<file path="src/rtl/fifo_rd_stream_pkg.sv">
// Shared constants and sizing helpers for the FIFO read streamer.
package fifo_rd_stream_pkg;

  localparam int WIDTH_DATA_DEF = 36;
  localparam int RD_LATENCY_DEF = 1;

  // Skid buffer must absorb every read already issued plus one word being
  // presented and one word landing in the same cycle.
  function automatic int calc_buf_depth(input int rd_latency);
    return rd_latency + 2;
  endfunction

  // Occupancy counters must be able to hold the value BUF_DEPTH itself.
  function automatic int calc_cnt_w(input int buf_depth);
    return $clog2(buf_depth + 1);
  endfunction

endpackage

</file>
<file path="src/rtl/fifo_rd_stream_inflight.sv">
// In-flight read tracker: one valid bit and one drop bit per outstanding read,
// shifted each cycle so the top bit lines up with the returning RAM word.
module rd_inflight_track #(
  parameter int RD_LATENCY = 1,
  parameter int CNT_W      = 2
) (
  input  logic             sys_clk,
  input  logic             sys_rst,
  input  logic             issue,
  input  logic             flush,
  output logic             ret_valid,
  output logic             ret_drop,
  output logic [CNT_W-1:0] inflight_total
);

  logic [RD_LATENCY-1:0] vld_q, vld_d;
  logic [RD_LATENCY-1:0] drop_q, drop_d;

  // Shift valid/drop bits; a flush marks every word still travelling as drop.
  // The word returning in the flush cycle itself is discarded by the top.
  always_comb begin
    vld_d     = '0;
    drop_d    = '0;
    vld_d[0]  = issue;
    drop_d[0] = 1'b0;
    for (int i = 1; i < RD_LATENCY; i++) begin
      vld_d[i]  = vld_q[i-1];
      drop_d[i] = drop_q[i-1] | (flush & vld_q[i-1]);
    end
  end

  // Count all outstanding reads, dropped ones included, as buffer reservation.
  always_comb begin
    inflight_total = '0;
    for (int i = 0; i < RD_LATENCY; i++) begin
      inflight_total = inflight_total + CNT_W'(vld_q[i]);
    end
  end

  assign ret_valid = vld_q[RD_LATENCY-1];
  assign ret_drop  = drop_q[RD_LATENCY-1];

  // Tracker state; reset forgets every read issued before it.
  always_ff @(posedge sys_clk or posedge sys_rst) begin
    if (sys_rst) begin
      vld_q  <= '0;
      drop_q <= '0;
    end else begin
      vld_q  <= vld_d;
      drop_q <= drop_d;
    end
  end

endmodule

</file>
<file path="src/rtl/fifo_rd_stream.sv">
// Converts a non-show-ahead sync FIFO read port (fixed RAM latency) into a
// valid/ready stream via a small circular skid buffer.
// Handshake: a beat moves on every rising edge where m_valid && m_ready;
// m_valid never depends on m_ready and m_data holds while m_valid && !m_ready.
// Optional statistics outputs beat_cnt/drop_cnt: define FIFO_RD_STREAM_STATS_EN.
module fifo_rd_stream
  import fifo_rd_stream_pkg::*;
#(
  parameter  int WIDTH_DATA = WIDTH_DATA_DEF,
  parameter  int RD_LATENCY = RD_LATENCY_DEF,
  localparam int BUF_DEPTH  = calc_buf_depth(RD_LATENCY),
  localparam int CNT_W      = calc_cnt_w(BUF_DEPTH),
  localparam int PTR_W      = $clog2(BUF_DEPTH)
) (
  input  logic                  sys_clk,
  input  logic                  sys_rst,
  input  logic                  fifo_empty,
  output logic                  fifo_ren,
  input  logic [WIDTH_DATA-1:0] fifo_rdata,
  input  logic                  flush,
  output logic                  m_valid,
  input  logic                  m_ready,
  output logic [WIDTH_DATA-1:0] m_data,
  output logic [CNT_W-1:0]      buf_count
`ifdef FIFO_RD_STREAM_STATS_EN
  ,
  output logic [31:0]           beat_cnt,
  output logic [15:0]           drop_cnt
`endif
);

  localparam int SUM_W = CNT_W + 1;

  logic [WIDTH_DATA-1:0] buf_q [BUF_DEPTH];
  logic [WIDTH_DATA-1:0] buf_d [BUF_DEPTH];
  logic [PTR_W-1:0]      wptr_q, wptr_d, rptr_q, rptr_d;
  logic [CNT_W-1:0]      count_q, count_d;
  logic                  rst_done_q;
  logic                  ret_valid, ret_drop;
  logic [CNT_W-1:0]      inflight_total;
  logic [SUM_W-1:0]      occupancy;
  logic                  do_wr, do_xfer;

  rd_inflight_track #(
    .RD_LATENCY (RD_LATENCY),
    .CNT_W      (CNT_W)
  ) u_track (
    .sys_clk        (sys_clk),
    .sys_rst        (sys_rst),
    .issue          (fifo_ren),
    .flush          (flush),
    .ret_valid      (ret_valid),
    .ret_drop       (ret_drop),
    .inflight_total (inflight_total)
  );

  // Read issue uses only registered occupancy and fifo_empty (no m_ready path).
  always_comb begin
    occupancy = SUM_W'(count_q) + SUM_W'(inflight_total);
    fifo_ren  = rst_done_q & ~fifo_empty & ~flush & (occupancy < SUM_W'(BUF_DEPTH));
    do_wr     = ret_valid & ~ret_drop & ~flush;
    do_xfer   = m_valid & m_ready & ~flush;
  end

  assign m_valid   = (count_q != '0);
  assign m_data    = buf_q[rptr_q];
  assign buf_count = count_q;

  // Pointer/count update with explicit wrap; flush empties the buffer.
  always_comb begin
    wptr_d  = wptr_q;
    rptr_d  = rptr_q;
    count_d = count_q;
    buf_d   = buf_q;
    if (do_wr) buf_d[wptr_q] = fifo_rdata;
    if (flush) begin
      wptr_d  = '0;
      rptr_d  = '0;
      count_d = '0;
    end else begin
      if (do_wr)   wptr_d = (wptr_q == PTR_W'(BUF_DEPTH - 1)) ? '0 : wptr_q + PTR_W'(1);
      if (do_xfer) rptr_d = (rptr_q == PTR_W'(BUF_DEPTH - 1)) ? '0 : rptr_q + PTR_W'(1);
      if (do_wr && !do_xfer)      count_d = count_q + CNT_W'(1);
      else if (!do_wr && do_xfer) count_d = count_q - CNT_W'(1);
    end
  end

  // Buffer, pointers and count; rst_done_q holds off reads until reset is gone.
  always_ff @(posedge sys_clk or posedge sys_rst) begin
    if (sys_rst) begin
      for (int i = 0; i < BUF_DEPTH; i++) buf_q[i] <= '0;
      wptr_q     <= '0;
      rptr_q     <= '0;
      count_q    <= '0;
      rst_done_q <= 1'b0;
    end else begin
      buf_q      <= buf_d;
      wptr_q     <= wptr_d;
      rptr_q     <= rptr_d;
      count_q    <= count_d;
      rst_done_q <= 1'b1;
    end
  end

`ifdef FIFO_RD_STREAM_STATS_EN
  logic [31:0] beat_cnt_q, beat_cnt_d;
  logic [15:0] drop_cnt_q, drop_cnt_d;
  logic        do_drop;

  // Wrapping counters of delivered beats and discarded returning words.
  always_comb begin
    do_drop    = ret_valid & (ret_drop | flush);
    beat_cnt_d = beat_cnt_q + 32'(do_xfer);
    drop_cnt_d = drop_cnt_q + 16'(do_drop);
  end

  // Statistics registers.
  always_ff @(posedge sys_clk or posedge sys_rst) begin
    if (sys_rst) begin
      beat_cnt_q <= '0;
      drop_cnt_q <= '0;
    end else begin
      beat_cnt_q <= beat_cnt_d;
      drop_cnt_q <= drop_cnt_d;
    end
  end

  assign beat_cnt = beat_cnt_q;
  assign drop_cnt = drop_cnt_q;
`else
  // Statistics build option off: no counters are present.
`endif

endmodule

</file>
<file path="config.mk">
export PLATFORM = sky130hd
export DESIGN_NAME = fifo_rd_stream
export DESIGN_NICKNAME = d
export VERILOG_FILES = /design/src/rtl/fifo_rd_stream_pkg.sv /design/src/rtl/fifo_rd_stream_inflight.sv /design/src/rtl/fifo_rd_stream.sv
export SDC_FILE = /design/constraint.sdc
export NUM_CORES = 1
export LEC_CHECK = 0
export BUFFER_PORTS_ARGS = -buffer_cell sky130_fd_sc_hd__buf_4
export CAP_MARGIN = 20
export CORE_MARGIN = 1
export CORE_UTILIZATION = 45
export CTS_CLUSTER_SIZE = 28
export DETAILED_ROUTE_END_ITERATION = 10
export PLACE_DENSITY = 0.74
export SETUP_SLACK_MARGIN = 0.05
export SLEW_MARGIN = 10
export SYNTH_ARGS = -nofsm -noshare
export SYNTH_HDL_FRONTEND = slang
export SYNTH_HIERARCHICAL = 1
export SYNTH_SLANG_ARGS = --single-unit
</file>
<file path="constraint.sdc">
create_clock -name sys_clk -period 8.34 [get_ports sys_clk]
set_input_delay 2.502 -clock sys_clk [delete_from_list [all_inputs] [get_ports sys_clk]]
set_output_delay 2.502 -clock sys_clk [all_outputs]
set_load 0.05 [all_outputs]
</file>
==> impl_metrics.ini <==
[setup_path]
crit_fanout = 9
path_class = input port to primary output
critPathRequiredTime_ns = 5.84
worstPathArrival_ns = 3.72
start_kind = input port
end_kind = primary output

[route]
wl_per_cell_microns = 17.2
vias_per_cell = 5.26
drcViolationCount = 0
drt-initial-drc-count = 132
drt-total-wl_mm = 10.9
drt-pass1-iter-count = 4
ant_nets = 0
dr_total_vias = 3332

[placement]
routabilityCongestion = 0.717
place_hpwl_mm = 6.60
dpl_cell_area_sq_mm = 0.00603
dp_slack_ns = 2.12
io_buffers = 80

[yosys]
yosysTopAreaCellShare_pct = 54.5
synth_commonest_cells = dfrtp_1 (116), mux2_2 (78), nand2_1 (40), o21ai_0 (38), mux2i_1 (37)
syn_area_sq_mm = 0.00533
synth.distinct_cells = 29
avgSynthCellArea_sq_um = 13.5
synth_enable_flop_cells = 0
ys_top_cells_by_area = dfrtp_1 (54%), mux2_2 (16%), mux2_4 (8.5%)
yosysSeqAreaShare_pct = 54.5
synth_area_leader_cell = dfrtp_1
synthArstFlopShare_pct = 100
yosys_most_used_dff = dfrtp_1
yosysMostFrequentCell = dfrtp_1
ys_ff_latch = 116
postSynthCellCount = 396
yosys_warnings = 6

[clock_tree]
cts_hold_buf = 0
numCtsBuffers = 17
numClockSinks = 116
h-tree-depth = 4
clockBufferDepth = 2
cts_tree = done
root_buffer = clkbuf_16
clock_latency_ns = 0.40
ctsResizeCount = 0
post-cts-setup-buffer-count = 0
clk_pin_slew_ns = 0.05

[sta]
layout_setup_ws_ns = 2.12
finalSetupTns_ns = 0
rsz0062_at_grt = no
fin_skew_ns = 0.00927
slew_violations = 0
min_period_ns = 6.22
fmax_mhz = 161
hold_viol_final = 0
max_slew_margin_pct = 28.1
setup_violations = 0
tightest_slew_ns = 1.08
period_share_pct = 74.6

[final_layout]
drive_gt1_share_pct = 47.8
regArea_sq_mm = 0.00290
multi_input_area_sq_mm = 0.00227
fin_util_pct = 57.7
area_growth_pct = 24.1
fin_area_sq_mm = 0.00661
final_nets = 520
fill_cells = 929
antenna_cells = 0

[global_route]
grt_max_degree = 60
grt_pass1_wl_mm = 17.9
antenna_found_initial = 0
grt_use_total_pct = 18.8
first_global_vias = 3545
grt-ovfl-total = 0

[floorplan]
die-area_sq_mm = 0.0123
ios = 81
std_cell_rows = 39
dieWidth_microns = 111
dieHeight_microns = 111
start_util_pct = 46.5
fp.coreArea_sq_mm = 0.0115

[min_path]
hp-class = flop to flop

[power_and_ir_drop]
power_leakage_nw = 3.12
irDropWorstVdd_v = 0.000183
p_per_area_mw_per_mm2 = 259

[run_status]
status = finished, final reports clean

[flow_run]
cap_viol_max_count = 0
[state kept, by name, indices dropped and copies added (netlist names)]
register           cells
u_track/ret_valid      1
wptr_q                 2
rptr_q                 2
buf_q                108
rst_done_q             1
buf_count              2
[power breakdown]
part / switching (mW) / internal, mW
registers: 0.0253 / 0.616
clock network: 0.238 / 0.459
logic: 0.241 / 0.133
total: 0.505 / 1.21
[cell usage in the layout, fill, tap and decap left out, types with 2 or more instances in the layout]
cell type and instances:
inv_1 2, a21oi_1 6, mux2i_1 37, nand2_1 40, mux2_2 78, clkbuf_16 17, buf_4 86, or3_1 3
clkinv_2 6, mux2_4 30, conb_1 3, clkinvlp_4 2, o21ai_0 38, bufinv_16 2, nor2_1 2, clkbuf_8 3
nand3b_1 2, clkbuf_1 2, dfrtp_1 115
[cells by family after synthesis]
logic type / after synthesis / share of synthesized area, %
DFF: 116 / 54.5
muxes: 145 / 31.9
other: 2 / 0.141
and+or+nand+nor: 56 / 5.33
buffers and inverters: 29 / 3.10
adders and majority gates: 2 / 0.611
AOI/OAI and AO/OA: 46 / 4.44
[metal layers]
metal  global-route usage, %  share of wire (%)  vias to the layer above
met5                       0                  0                        -
met4                    6.40               0.94                        0
met3                    4.76                4.3                       10
met2                    31.5                 50                       66
met1                    23.6                 45                     1694
li1                        -                  -                     1562
[worst max-delay path, cell delays in order]
cell and delay, ns:
buf_4 0.15, or4b_2 0.66, a21oi_1 0.18, buf_4 0.23
[layout make-up]
| cell class | count | area share, % |
|---|---|---|
| Sequential cell | 116 | 43.9 |
| Multi-Input combinational cell | 252 | 34.3 |
| Timing Repair Buffer | 87 | 10.1 |
| Clock buffer | 22 | 7.17 |
| Tap cell | 143 | 2.71 |
| Clock inverter | 10 | 1.59 |
| Inverter | 3 | 0.208 |
[worst paths after layout]
path                                        startpoint  cells after the start  slack (ns)                          end
min reg2reg                      buf_q[79]$_DFFE_PP0P_                      1        0.50        buf_q[79]$_DFFE_PP0P_
min in group asynchronous                      sys_rst                      2        1.95  u_track/ret_valid$_DFF_PP0_
max                                              flush                      4        2.12                     fifo_ren
max in group asynchronous                      sys_rst                      3        4.94         buf_q[8]$_DFFE_PP0P_
max reg2reg                u_track/ret_valid$_DFF_PP0_                      4        5.89        buf_q[75]$_DFFE_PP0P_
min                              buf_q[79]$_DFFE_PP0P_                      1        0.50        buf_q[79]$_DFFE_PP0P_
[metrics by stage]
stage          hold WS, ns  instances  power (mW)
2_1_floorplan        0.479        397       0.911
3_3_place_gp         0.486        600        1.02
3_5_place_dp         0.492        601        1.03
4_1_cts              0.504        633        1.73
5_1_grt              0.509        633        1.78
6_report             0.500        633        1.71
Note: power is estimated with default switching activity, not from simulation.
